$ cat src/rtl/hex_area_acc.sv
// Twice-area of a six-vertex polygon via the shoelace formula, one cross term per clock.
// Vertices are snapshotted at start so the upstream sort stage may move on immediately.
module hex_area_acc #(
   parameter int unsigned COORD_W = 10,
   parameter int unsigned ACC_W   = 24
) (
   input  logic                   clk,
   input  logic                   reset,
   input  logic                   start,
   input  logic [2*COORD_W-1:0]   G1,
   input  logic [2*COORD_W-1:0]   G2,
   input  logic [2*COORD_W-1:0]   G3,
   input  logic [2*COORD_W-1:0]   G4,
   input  logic [2*COORD_W-1:0]   G5,
   input  logic [2*COORD_W-1:0]   G6,
   output logic [2*COORD_W:0]     area2,
   output logic                   area_valid,
   output logic                   busy
);

   localparam int unsigned VW     = 2 * COORD_W;
   localparam int unsigned TERM_W = 2 * COORD_W + 1;
   localparam int unsigned IDX_W  = 3;

   typedef enum logic [1:0] {IDLE, ACC, DONE} state_t;

   state_t                    state, state_nx;
   logic [IDX_W-1:0]          idx, idx_nx;
   logic signed [ACC_W-1:0]   acc, acc_nx;
   logic [VW-1:0]             p    [6];
   logic [VW-1:0]             p_nx [6];
   logic [TERM_W-1:0]         area2_nx;
   logic                      area_valid_nx;
   logic                      busy_nx;

   logic [VW-1:0]             cur_v, nxt_v;
   logic [COORD_W-1:0]        xa, ya, xb, yb;
   logic [VW-1:0]             prod_a, prod_b;
   logic signed [TERM_W-1:0]  term;
   logic signed [ACC_W-1:0]   term_ext, sum, abs_sum;

   // Cross term for the current edge; vertex 5 wraps back to vertex 0
   always_comb begin
      cur_v    = p[idx];
      nxt_v    = (idx == IDX_W'(5)) ? p[0] : p[IDX_W'(idx + IDX_W'(1))];
      xa       = cur_v[VW-1:COORD_W];
      ya       = cur_v[COORD_W-1:0];
      xb       = nxt_v[VW-1:COORD_W];
      yb       = nxt_v[COORD_W-1:0];
      prod_a   = VW'(xa) * VW'(yb);
      prod_b   = VW'(xb) * VW'(ya);
      term     = $signed({1'b0, prod_a}) - $signed({1'b0, prod_b});
      term_ext = {{(ACC_W-TERM_W){term[TERM_W-1]}}, term};
      sum      = acc + term_ext;
      abs_sum  = sum[ACC_W-1] ? -sum : sum;
   end

   always_comb begin
      state_nx      = state;
      idx_nx        = idx;
      acc_nx        = acc;
      p_nx          = p;
      area2_nx      = area2;
      area_valid_nx = 1'b0;
      busy_nx       = busy;
      case (state)
         IDLE: begin
            busy_nx = 1'b0;
            if (start) begin
               p_nx[0]  = G1;
               p_nx[1]  = G2;
               p_nx[2]  = G3;
               p_nx[3]  = G4;
               p_nx[4]  = G5;
               p_nx[5]  = G6;
               acc_nx   = '0;
               idx_nx   = '0;
               busy_nx  = 1'b1;
               state_nx = ACC;
            end
         end
         ACC: begin
            if (idx == IDX_W'(5)) begin
               area2_nx      = TERM_W'(abs_sum);
               area_valid_nx = 1'b1;
               state_nx      = DONE;
            end else begin
               acc_nx = sum;
               idx_nx = IDX_W'(idx + IDX_W'(1));
            end
         end
         DONE: begin
            busy_nx  = 1'b0;
            state_nx = IDLE;
         end
         default: begin
            busy_nx  = 1'b0;
            state_nx = IDLE;
         end
      endcase
   end

   always_ff @(posedge clk or negedge reset) begin
      if (!reset) begin
         state      <= IDLE;
         idx        <= '0;
         acc        <= '0;
         for (int i = 0; i < 6; i++) p[i] <= '0;
         area2      <= '0;
         area_valid <= 1'b0;
         busy       <= 1'b0;
      end else begin
         state      <= state_nx;
         idx        <= idx_nx;
         acc        <= acc_nx;
         p          <= p_nx;
         area2      <= area2_nx;
         area_valid <= area_valid_nx;
         busy       <= busy_nx;
      end
   end

endmodule
$ cat config.mk
export PLATFORM = sky130hd
export DESIGN_NAME = hex_area_acc
export DESIGN_NICKNAME = d
export VERILOG_FILES = /design/src/rtl/hex_area_acc.sv
export SDC_FILE = /design/constraint.sdc
export NUM_CORES = 1
export LEC_CHECK = 0
export ABC_AREA = 1
export BUFFER_PORTS_ARGS = -buffer_cell sky130_fd_sc_hd__buf_4
export CORE_ASPECT_RATIO = 1.75
export CORE_UTILIZATION = 31
export DETAILED_ROUTE_END_ITERATION = 16
export GPL_ROUTABILITY_DRIVEN = 0
export PLACE_DENSITY = 0.52
export SLEW_MARGIN = 40
export SYNTH_ARGS = -nofsm -noshare
export SYNTH_HDL_FRONTEND = slang
export SYNTH_SLANG_ARGS = --single-unit
$ cat constraint.sdc
create_clock -name clk -period 19.3 [get_ports clk]
set_clock_uncertainty 0.1 [all_clocks]
set_input_delay 2.895 -clock clk [delete_from_list [all_inputs] [get_ports clk]]
set_output_delay 2.895 -clock clk [all_outputs]
set_load 0.01 [all_outputs]
==> metrics.txt, run 1 <==
Final #Nets about 2900; GRT Util Overall 0.2185; TritonRoute pass-1 iters 5; hold crit path type reg2reg; initial antenna violation count 0; die area just under 60000 um2; Die H around 320 um; Avg Cell Area, Syn 7.301 um2; Worst Max-Slew Pin Slew ~850 ps; post-synthesis sequential area ratio 0.2448; WL per Instance 19.11 um; met1 wire length ~20000 um; postcts setup bufs 0; DP Worst Slack 8103 ps; filler cell count in the final layout 6026; Max-slew headroom 0.4267; CTS Buf Count 17; Startpoint Class register; Cell variety after synth 46; antenna cells 0; RSZ-0062 raised after global routing no; final std cells w/o fill around 3200; met2 WL around 32000 um; Ys Warns 0; layout cell share with drive strength beyond 1 0.09138; CP Buf/Inv Count 7; status complete, no violations; CP top delay family adder cells; CTS Buffer Depth 2; Max Fanout on Critical Path ~120; Post-Route Utilization 0.3571; syn_nets roughly 2800; Core Footprint 56120 um2; Total Wirelength roughly 60000 um; max cap viols 0; Slowest-stage cell, CP fa_1; CTS tree done; final hold violations 0; Yosys top cell area share 0.2448; Post-Syn Area 17580 um2; final cycle utilization of the critical path 0.5769; internal reg-to-reg setup slack 8170 ps; CTS hold repair buffers 0; Die X approximately 180 um; endpoints failing setup 0; max frequency roughly 90 MHz; Setup TNS Final 0 ps; Clock transition at path regs roughly 80 ps; Final min period ~11000 ps; Worst path max stage delay ~590 ps; final antenna-violating net count 0; Critical Path End Type register; Initial Util 0.3133; Seq cells post-synth between 150 and 200; Syn-to-layout area delta 14.00%; # port buffers around 150; CP required between 15000 and 20000 ps; 1st-iter DRT viols between 1000 and 1500; # resized after CTS 0; fin. max-slew vios 0; Max H-tree Level 4; met3 WL roughly 2100 um; Via Count between 15000 and 20000; Avg Vias per Cell between 5 and 6; most used cell, CP fa_1; post-synth top area cell dfrtp_1; WS Path Type reg2reg; fin worst setup slack 8166 ps; Ports between 100 and 150; Rows about 120; synth top area cells dfrtp_1, fa_1, nand2_1; FF/Latch Area approximately 4300 um2; Sink Count 172; # DRC 0; Clock Latency Late Sink approximately 470 ps; Final HPWL DP 50960 um; first-pass GRT wire length around 94000 um; DP Cell Count ~3200; top routing layer used met4; multi-input logic area 11460 um2; Synth Instances about 2400; Crit path arrival time between 10000 and 15000 ps; Root Driver clkbuf_16; largest net degree at the start of global routing 117; vias in the first global route approximately 17000; total grt overflow 0
-- worst min-delay path: cells and delay by family (launching register included) --
family           cells  cell delay, ps
flip-flops           1             360
AND/OR/NAND/NOR      2             100
-- placed cells by master, fill, tap and decap left out, types with 3 or more instances in the layout --
cell type  synthesis  layout
xnor2_1           15      14
o31ai_1            3       3
fa_1             163     163
a21o_1             3       3
o21ai_2            1       5
dfrtp_1          172     170
o21ai_1           11      17
or2_2              5       5
ha_1             129     129
inv_8              0       4
clkbuf_16          0      17
o32ai_1            9       9
nand3_2            3       3
o21ai_0          187     177
nand2_1          720     719
a21oi_1           89      89
nand3_1           82      82
o211ai_1          20      20
nand4_1           10      10
o221ai_1          12      12
nor2_1           229     229
nor3_1             8       8
nand3b_1           4       4
mux2i_1            8       8
buf_6              3       4
buf_4              0     157
clkinv_8           0       4
nand2_2            6       7
a32oi_1            4       4
inv_1            395     394
xor2_1            12      12
-- routing by layer --
metal	global-route usage	vias up
met1	0.2047	7803
li1	-	7685
met4	0.2198	0
met5	0	-
met2	0.4013	506
met3	0.02920	229
-- kinds of logic after synthesis --
logic type / synth area share
fa+ha+maj: 0.2774
buf+inv: 0.1055
mux: 0.004555
simple gates: 0.2425
xor+xnor: 0.01345
flops: 0.2448
compound gates: 0.1117
-- state kept, by name, indices dropped and copies added, names as in the netlist --
name	count
state	2
busy	1
area2	21
acc	24
area_valid	1
idx	3
p	120
-- metrics by stage --
stage / instance area (um2) / hold WS [ps]
floorplan: 17580 / 355.5
finish: 20040 / 385.1
global route: 20040 / 416.7
CTS: 20020 / 396.0
global placement: 19330 / 368.7
detailed placement: 19380 / 375.2
-- synthesized netlist by cell type, drive strengths merged --
cell / n
o21bai: 2
a2bb2oi: 1
xor2: 12
clkinv: 3
o221ai: 12
ha: 129
o21ai: 199
and2: 1
nor2: 232
mux2i: 8
o2111ai: 1
nand2: 726
o21ba: 1
a221oi: 1
nand3b: 5
or2: 5
nor3: 9
nand3: 85
o32ai: 9
a32oi: 4
a31o: 2
nand4: 10
o211ai: 20
fa: 163
o22ai: 1
dfrtp: 172
a31oi: 2
inv: 395
xnor2: 15
o31ai: 3
a21o: 3
clkbuf: 65
buf: 21
a21oi: 90
a211oi: 1
-- final timing paths --
check                      cells after the start          startpoint                     to
max                                           38  idx[0]$_DFFE_PN0P_  area2[15]$_DFFE_PN0P_
min reg2reg                                    2    busy$_DFFE_PN0N_       busy$_DFFE_PN0N_
max in group asynchronous                      3               reset      p[15]$_DFFE_PN0P_
max reg2reg                                   38  idx[0]$_DFFE_PN0P_  area2[15]$_DFFE_PN0P_
min                                            2    busy$_DFFE_PN0N_       busy$_DFFE_PN0N_
min in group asynchronous                      1               reset      p[51]$_DFFE_PN0P_
-- cell type report --
cell class	instances	share of cell area
inverter	398	0.07467
multi-input combinational	1752	0.5720
tap	702	0.04383
clock buffer	17	0.02123
timing repair buffer	163	0.06231
sequential	172	0.2150
clock inverter	15	0.01099
Power of run 1 is left out: the tool's default activity adds up to more than one toggle a clock period on the data nets, which glitch-free logic cannot reach.
==> inputs of run 2 (changes only) <==
Settings changed: ABC_AREA 1 to 0.
Clock period 19.3 ns to 10.4 ns, I/O delays scaled along.
==> run 2 against run 1 <==
Effect of this change: synthesized area down 2.8%; non-clock buffer count grew 47; routed wire length is 21% lower; via count down 22%; sequential share of layout area is 0.073 points lower; register-to-register slack got worse by 7700 ps; global-route usage fell by 4.0 points; sequential cell count did not move; worst setup slack lost 7700 ps; worst hold slack improved by 3.7 ps; utilization up 1.3 points; critical path depth fell by 2; critical path type unchanged; largest cell class unchanged; highest routed layer unchanged.
==> metrics.txt, run 2 <==
status complete, no violations (unchanged); post-synth top area cell dfrtp_1 (unchanged); syn_nets 2080 (was 2823); met2 WL 27640 um (was 32230 um); reg2reg start idx[0]$_DFFE_PN0P_ (unchanged); Worst path max stage delay 560 ps (was 590 ps); Sink Count 172 (unchanged); Worst Max-Slew Pin Slew 828.2 ps (was 850.9 ps); largest net degree at the start of global routing 94 (was 117); WS Path Type reg2reg (unchanged); synth top area cells dfrtp_1, fa_1, ha_1 (was dfrtp_1, fa_1, nand2_1); max FFs per register 120 (unchanged); Final #Nets 2253 (was 2919); Core Footprint 54290 um2 (was 56120 um2); R2R Path End area2[20]$_DFFE_PN0P_ (was area2[15]$_DFFE_PN0P_); Seq cells post-synth 172 (unchanged); final antenna-violating net count 0 (unchanged); CTS Buffer Depth 2 (unchanged); Startpoint Class register (unchanged); Die H 312.5 um (was 317.0 um); Avg Vias per Cell 5.004 (was 5.040); fin. max-slew vios 0 (unchanged); CP required 10650 ps (was 19560 ps); final hold violations 0 (unchanged); Design Area, Final 20100 um2 (was 20040 um2); Post-DP Area 19290 um2 (was 19380 um2); Max Fanout on Critical Path 11 (was 116); Syn-to-layout area delta 17.69% (was 14.00%); CTS Buf Count 17 (unchanged); cells on worst reg2reg path 36 (was 38); CTS hold repair buffers 0 (unchanged); Post-Syn Area 17080 um2 (was 17580 um2); layout cell share with drive strength beyond 1 0.2377 (was 0.09138); endpoints failing setup 0 (unchanged); Yosys top cell area share 0.2520 (was 0.2448); Async SR Flop Fraction 1.000 (unchanged); # port buffers 145 (unchanged); # DRC 0 (unchanged); Die X 179.5 um (was 182.0 um); Total Wirelength 48810 um (was 61500 um); Max-slew headroom 0.4473 (was 0.4267); final cycle utilization of the critical path 0.9560 (was 0.5769); WL per Instance 19.21 um (was 19.11 um); Post-synth EDFFs 0 (unchanged); Avg Cell Area, Syn 10.26 um2 (was 7.301 um2); max frequency 100.6 MHz (was 89.82 MHz); end of the worst hold path area2[20]$_DFFE_PN0P_ (was busy$_DFFE_PN0N_); most frequent cell after synthesis inv_1 (was nand2_1); internal reg-to-reg setup slack 460 ps (was 8170 ps); hold crit path type reg2reg (unchanged); met1 wire length 17190 um (was 20230 um); commonest cells in the netlist inv_1, dfrtp_1, fa_1, nand2_1, ha_1 (was nand2_1, inv_1, nor2_1, o21ai_0, dfrtp_1); Setup TNS Final 0 ps (unchanged); antenna cells 0 (unchanged); total grt overflow 0 (unchanged); Max H-tree Level 4 (unchanged); 1st-iter DRT viols 467 (was 1115); Ports 146 (unchanged); top routing layer used met4 (unchanged); GRT Util Overall 0.1786 (was 0.2185); Clock Latency Late Sink 470 ps (about the same); Ys Warns 0 (unchanged); initial antenna violation count 0 (unchanged); Crit path arrival time 10190 ps (was 11390 ps); Final HPWL DP 40260 um (was 50960 um); hold wc startpoint area2[20]$_DFFE_PN0P_ (was busy$_DFFE_PN0N_); Synth Instances 1665 (was 2408); vias in the first global route 14080 (was 16570); Clock transition at path regs 70 ps (was 80 ps); TritonRoute pass-1 iters 5 (unchanged); Rows 113 (was 115); most used cell, CP fa_1 (unchanged); most frequent cells in the layout inv_1, buf_4, dfrtp_1 (was nand2_1, inv_1, nor2_1); hold slack 388.9 ps (was 385.1 ps); first-pass GRT wire length 77130 um (was 94080 um); die area 56090 um2 (was 57710 um2); Slowest-stage cell, CP dfrtp_4 (was fa_1); Via Count 12720 (was 16220); max cap viols 0 (unchanged); Synth Flop Type dfrtp_1 (unchanged); Cell variety after synth 73 (was 46); top flop regs p: 120 flops, acc: 24 flops, area2: 21 flops (unchanged); WHS Path Cells 2 (unchanged); Initial Util 0.3146 (was 0.3133); Reg with most FFs p (unchanged); CTS tree done (unchanged); most common cell after layout, fill and taps aside inv_1 (was nand2_1); post-synthesis sequential area ratio 0.2520 (was 0.2448); Root Driver clkbuf_16 (unchanged); met3 WL 1168 um (was 2124 um); Final min period 9942 ps (was 11130 ps); Critical Path End Type register (unchanged)
[run 2: logic make-up after synthesis]
family	share of synthesized area
AOI/OAI and AO/OA	0.08965
DFF	0.2520
and+or+nand+nor	0.1207
muxes	0.1570
xor gates and xnor gates	0.03040
buffers and inverters	0.06475
adders and majority gates	0.2855
[run 2: area by class of cell]
type | count | area (um2)
Clock buffer | 18 | 429.2
Clock inverter | 14 | 182.7
Fill cell | 5611 | 34190
Inverter | 230 | 863.3
Multi-Input combinational cell | 1207 | 11800
Sequential cell | 172 | 4308
Tap cell | 690 | 863.3
Timing Repair Buffer | 210 | 1660
[run 2: metal layers]
layer	up-vias	track usage
met1	6400	0.1745
met5	-	0
met4	0	0.1115
met3	108	0.02004
met2	293	0.3534
li1	5915	-
[run 2: worst max path at each step]
stage                                  to                from  cells after the start  slack (ps)
floorplan            area2[6]$_DFFE_PN0P_  idx[1]$_DFFE_PN0P_                     40         300
global placement    area2[16]$_DFFE_PN0P_  idx[0]$_DFFE_PN0P_                     35         220
detailed placement  area2[16]$_DFFE_PN0P_  idx[0]$_DFFE_PN0P_                     32         160
CTS                 area2[16]$_DFFE_PN0P_  idx[0]$_DFFE_PN0P_                     32         130
global route        area2[20]$_DFFE_PN0P_  idx[0]$_DFFE_PN0P_                     36         -20
finish              area2[20]$_DFFE_PN0P_  idx[0]$_DFFE_PN0P_                     36         460
[run 2: timing repair]
action                     CTS  global route
buffers inserted             0             4
setup endpoints to repair    0            23
gates resized for setup      0            14
[run 2: metrics by stage]
step	setup WS, ps	cells	util
5_1_grt	-16.83	2541	0.3703
3_5_place_dp	155.9	2502	0.3553
2_1_floorplan	300.3	1665	-
3_3_place_gp	217.5	2502	0.3547
6_report	457.8	2541	0.3703
4_1_cts	125.9	2534	0.3666
[run 2: critical path: cells and delay by family (launching register included)]
family          cells  cell delay (ps)
compound gates     11             1930
xor+xnor            2              450
fa+ha+maj          10             4340
buf+inv             6              660
flops               1              560
mux                 1              310
simple gates        6             1450
Power of run 2 is left out for the same reason.
